### src/rtl/fire_conv_sequencer.sv
`default_nettype none
// fire_conv_sequencer: raster pixel / (channel, ky, kx) tap sequencer for a fire-module expand conv layer.
// Define FIRE_SEQ_PERF_EN to add the saturating stall_cycles counter output.
module fire_conv_sequencer #(
  parameter int W_IN       = 32,
  parameter int CHIN       = 32,
  parameter int KERNEL_DIM = 3,
  parameter int IFM_AW     = $clog2(CHIN*W_IN*W_IN),
  parameter int WGT_AW     = $clog2(KERNEL_DIM*KERNEL_DIM*CHIN)
) (
  input  logic                    clk,
  input  logic                    rst_n,
  input  logic                    start,
  input  logic                    ofm_ready,
  input  logic                    ram_feedback,
  output logic                    layer_en,
  output logic [IFM_AW-1:0]       ifm_addr,
  output logic                    ifm_pad,
  output logic [WGT_AW-1:0]       weight_addr,
  output logic                    clr_pulse,
  output logic                    sample,
  output logic [$clog2(W_IN)-1:0] out_row,
  output logic [$clog2(W_IN)-1:0] out_col,
  output logic                    busy,
`ifdef FIRE_SEQ_PERF_EN
  output logic [31:0]             stall_cycles,
`endif
  output logic                    finish
);
  localparam int P    = (KERNEL_DIM - 1) / 2;
  localparam int NTAP = KERNEL_DIM * KERNEL_DIM * CHIN;
  localparam int RCW  = $clog2(W_IN);
  localparam int CW   = (CHIN > 1) ? $clog2(CHIN) : 1;
  localparam int KW   = (KERNEL_DIM > 1) ? $clog2(KERNEL_DIM) : 1;

  typedef enum logic [2:0] {
    S_IDLE   = 3'd0,
    S_RUN    = 3'd1,
    S_DRAIN0 = 3'd2,
    S_DRAIN1 = 3'd3,
    S_DONE   = 3'd4
  } state_t;

  state_t            state, state_nxt;
  logic [RCW-1:0]    row, col, tap_row, tap_col;
  logic [CW-1:0]     ch;
  logic [KW-1:0]     ky, kx;
  logic [WGT_AW-1:0] k;
  logic              fb_latched;
  logic              first_pix, last_tap, last_pix, stall, issue;
  logic [IFM_AW-1:0] addr_nxt;
  logic              pad_nxt;

  always_ff @(posedge clk or negedge rst_n) begin
    if (!rst_n) state <= S_IDLE;
    else        state <= state_nxt;
  end

  always_comb begin
    state_nxt = state;
    first_pix = (row == '0) && (col == '0);
    last_tap  = (k == WGT_AW'(NTAP - 1));
    last_pix  = (row == RCW'(W_IN - 1)) && (col == RCW'(W_IN - 1));
    // The pixel boundary is the only point where the ofm RAM can hold us off.
    stall     = (state == S_RUN) && (k == '0) && !ofm_ready && !first_pix;
    issue     = (state == S_RUN) && !stall;
    case (state)
      S_IDLE:   if (start) state_nxt = S_RUN;
      S_RUN:    if (issue && last_tap && last_pix) state_nxt = S_DRAIN0;
      S_DRAIN0: state_nxt = S_DRAIN1;
      S_DRAIN1: state_nxt = S_DONE;
      S_DONE:   if (ram_feedback || fb_latched) state_nxt = S_IDLE;
      default:  state_nxt = S_IDLE;
    endcase
  end

  always_comb begin
    int iy, ix;
    iy       = int'(row) + int'(ky) - P;
    ix       = int'(col) + int'(kx) - P;
    pad_nxt  = (iy < 0) || (iy >= W_IN) || (ix < 0) || (ix >= W_IN);
    addr_nxt = pad_nxt ? '0 : IFM_AW'(int'(ch) * W_IN * W_IN + iy * W_IN + ix);
  end

  always_ff @(posedge clk or negedge rst_n) begin
    if (!rst_n) begin
      layer_en    <= 1'b0;
      ifm_addr    <= '0;
      ifm_pad     <= 1'b0;
      weight_addr <= '0;
      clr_pulse   <= 1'b0;
      sample      <= 1'b0;
      out_row     <= '0;
      out_col     <= '0;
      tap_row     <= '0;
      tap_col     <= '0;
      row         <= '0;
      col         <= '0;
      ch          <= '0;
      ky          <= '0;
      kx          <= '0;
      k           <= '0;
      fb_latched  <= 1'b0;
    end else begin
      clr_pulse <= layer_en && (weight_addr == WGT_AW'(NTAP - 1));
      sample    <= clr_pulse;
      // Capture the completed pixel now; the tap registers move on to the next pixel this edge.
      if (layer_en && (weight_addr == WGT_AW'(NTAP - 1))) begin
        out_row <= tap_row;
        out_col <= tap_col;
      end
      layer_en <= issue;
      if ((state == S_IDLE) && start) begin
        row <= '0;
        col <= '0;
        ch  <= '0;
        ky  <= '0;
        kx  <= '0;
        k   <= '0;
      end else if (issue) begin
        ifm_addr    <= addr_nxt;
        ifm_pad     <= pad_nxt;
        weight_addr <= k;
        tap_row     <= row;
        tap_col     <= col;
        k           <= last_tap ? '0 : k + WGT_AW'(1);
        if (kx == KW'(KERNEL_DIM - 1)) begin
          kx <= '0;
          if (ky == KW'(KERNEL_DIM - 1)) begin
            ky <= '0;
            if (ch == CW'(CHIN - 1)) begin
              ch <= '0;
              if (col == RCW'(W_IN - 1)) begin
                col <= '0;
                row <= (row == RCW'(W_IN - 1)) ? '0 : row + RCW'(1);
              end else begin
                col <= col + RCW'(1);
              end
            end else begin
              ch <= ch + CW'(1);
            end
          end else begin
            ky <= ky + KW'(1);
          end
        end else begin
          kx <= kx + KW'(1);
        end
      end
      if (state == S_DONE)          fb_latched <= 1'b0;
      else if (busy && ram_feedback) fb_latched <= 1'b1;
    end
  end

  assign busy   = (state == S_RUN) || (state == S_DRAIN0) || (state == S_DRAIN1);
  assign finish = (state == S_DONE);

`ifdef FIRE_SEQ_PERF_EN
  always_ff @(posedge clk or negedge rst_n) begin
    if (!rst_n)                               stall_cycles <= '0;
    else if ((state == S_IDLE) && start)      stall_cycles <= '0;
    else if (stall && (stall_cycles != '1))   stall_cycles <= stall_cycles + 32'd1;
  end
`endif

endmodule
`default_nettype wire

### config.mk
export PLATFORM = sky130hd
export DESIGN_NAME = fire_conv_sequencer
export DESIGN_NICKNAME = d
export VERILOG_FILES = /design/src/rtl/fire_conv_sequencer.sv
export SDC_FILE = /design/constraint.sdc
export NUM_CORES = 1
export LEC_CHECK = 0
export ABC_AREA = 1
export BUFFER_PORTS_ARGS = -buffer_cell sky130_fd_sc_hd__buf_2
export CORE_MARGIN = 5
export CORE_UTILIZATION = 40
export CTS_CLUSTER_DIAMETER = 50
export DETAILED_ROUTE_END_ITERATION = 16
export GPL_ROUTABILITY_DRIVEN = 0
export HOLD_SLACK_MARGIN = 0.06
export PLACE_DENSITY_LB_ADDON = 0.25
export SKIP_CTS_REPAIR_TIMING = 1
export SLEW_MARGIN = 20
export SYNTH_ARGS = -nofsm -noshare
export SYNTH_HDL_FRONTEND = slang
export SYNTH_SLANG_ARGS = --single-unit
### constraint.sdc
create_clock -name clk -period 3.49 [get_ports clk]
set_input_delay 0.698 -clock clk [delete_from_list [all_inputs] [get_ports clk]]
set_output_delay 0.698 -clock clk [all_outputs]
set_load 0.02 [all_outputs]
==> out/results.ini <==
[floorplanning]
die_x_um=119
ios=45
std_cell_rows=39
die-area_um2=14200
die_h_um=119
coreArea_um2=11600
start_util_pct=41.2

[worst_setup_path]
cp.required_ps=3720
r2r_start=col[0]
path_max_fanout=5
critPathArrivalTime_ps=3500
timing.rr.end=ifm_addr[14]
r2r_slack_ps=210
critPathCaptureType=flop
critPathKind=reg2reg
crit_end=ifm_addr[14]
worstSetupStartpoint=col[0]
reg2reg_depth=22
start_kind=flop

[cts]
root_buffer=clkbuf_16
cts_tree=yes
cts_buffers=9
htree_levels=3
clk_path_buf_depth=2
cts_sinks=80
clk_pin_slew_worst_paths_ps=60
clk_latency_ps=340

[finish]
utilization_pct=47.3
drive_gt1_share_pct=16.7
nets=678
fill_cells=1100
area_growth_syn_to_layout_pct=15.0
instances_no_fill=776
antenna_cells=0

[sta]
setup_viol=0
clock.fmax_mhz=305
hold_viol_final=0
tightest_slew_ps=741
fin_skew_ps=8.03
maxSlewHeadroom_pct=50.6
finalCritPeriodShare_pct=93.9
worst_slack_ps=212
fin_crit_ps=3280
maxSlewViolCount=0

[grt]
grt_pass1_vias=3706
grt-ovfl-total=0
antenna_found_initial=0
grt_max_degree=81
track_usage_pct=15.1
grt_first_pass_wirelength_mm=17.8

[detailed_routing]
drc=0
drt_pass1_iterations=4
avgRoutedWirePerCell_um=13.1
drt-total-wl_mm=10.1
vias=3813
drt_iter0_drc=235
via_per_inst=4.91
ant_nets=0

[logic_synthesis]
avgSynthCellArea_um2=8.23
synth_seq_cells=80
ys_warn_count=0
syn_inst=578
synth_cell_types=34
syn_nets=628
ys_seq_area_share_pct=42.1
syn_area_um2=4760

[outcome]
outcome=complete, no violations

[placement]
dp_slack_ps=37.4
post-dp-hpwl_mm=7.28
dp_cells=757
port-buffer-count=44

[job]
cap_viol_max_count=0

[min_path]
min_path_type=in2async

==> per-stage QoR <==
step	cell area, um^2	setup TNS (ps)	hold slack (ps)
final	5470	0	355
after global routing	5470	-78.5	390
after detailed placement	5100	0	366
after global placement	5100	0	353
after CTS	5370	0	379
after floorplan	4760	0	402
==> critical path: stages (launching register included) <==
cell	delay (ps)
dfrtp_1	430
inv_1	130
ha_1	210
inv_1	50
ha_2	180
inv_2	50
fa_2	390
nand3b_1	210
nand3_2	100
nand2_2	60
inv_1	50
ha_2	180
ha_4	140
inv_2	40
fa_2	360
inv_1	90
nand3_1	80
nand2_2	110
a21oi_2	60
inv_1	50
nand2_1	50
nand3_1	70
nand2_1	50
==> cell usage after synthesis, drive strengths merged <==
cell type,count,area [um^2]
a21boi,1,7.51
a21oi,10,50.1
fa,7,140
o22ai,7,43.8
dfrtp,80,2000
buf,9,78.8
nand3b,4,30.0
o21ai,40,211
ha,38,475
nor3,6,41.3
nand4,14,87.6
or2,4,25.0
xor2,14,123
nand2,186,726
nor4,1,6.26
nand3,43,233
nor3b,1,7.51
inv,76,285
nor2,29,124
xnor2,4,35.0
clkbuf,2,7.51
o21a,1,7.51
o211ai,1,12.5
==> cell families (layout without fill, tap and decap cells) <==
family,Yosys count,in the layout,synth area share [%]
simple gates,288,288,26.9
buf+inv,87,142,7.81
flops,80,80,42.1
compound gates,60,60,6.99
fa+ha+maj,45,45,12.9
xor+xnor,18,18,3.31
==> final cells by class <==
class	instances	area, um^2	share of cell area (%)
clock inverter	6	46.3	0.846
clock buffer	10	229	4.18
inverter	76	285	5.21
tap	143	179	3.27
timing repair buffer	50	272	4.96
multi-input combinational	411	2460	44.9
sequential	80	2000	36.6
==> placed cells by master (no fill, tap or decap), types with 3 or more instances in the layout <==
cell type  count
o22ai_1        7
nand2_2        4
ha_4           3
xor2_1        14
buf_2         43
o21ai_0       18
inv_1         66
buf_4          6
xnor2_1        4
a21oi_1        7
nand3b_1       4
fa_2           3
o21ai_1       21
nand3_1       40
fa_1           4
nor2_1        27
nand2_1      179
or2_2          4
a21oi_2        3
clkbuf_16      9
ha_1          32
inv_2         10
clkinv_4       3
nor3_1         5
nand4_1       14
ha_2           3
dfrtp_1       80
nand2_4        3
==> sequential cells by signal, indices dropped and copies added, names as in the netlist <==
signal	count
ifm_addr	15
k	9
weight_addr	9
ch	5
col	5
out_col	5
out_row	5
row	5
tap_col	5
tap_row	5
state	3
kx	2
ky	2
clr_pulse	1
fb_latched	1
ifm_pad	1
layer_en	1
sample	1
==> worst min path at each step <==
stage               startpoint         end  depth (start not counted)  slack, ps
floorplan                rst_n       ch[0]                          0        400
global placement     clr_pulse      sample                          0        350
detailed placement   clr_pulse      sample                          0        370
global route         clr_pulse      sample                          0        390
finish                   rst_n  fb_latched                          1        360
CTS                  clr_pulse      sample                          0        380
==> routing by layer <==
layer | track usage, % | share of wire (%) | routed length, um
met1 | 21.1 | 49 | 4980
met2 | 23.1 | 45 | 4550
met3 | 2.18 | 3.6 | 364
met4 | 6.88 | 2.3 | 228
met5 | 0 | 0 | 0
Power is not shown: default switching activity piles up to over one toggle a cycle in this logic, so the estimate is an artifact.
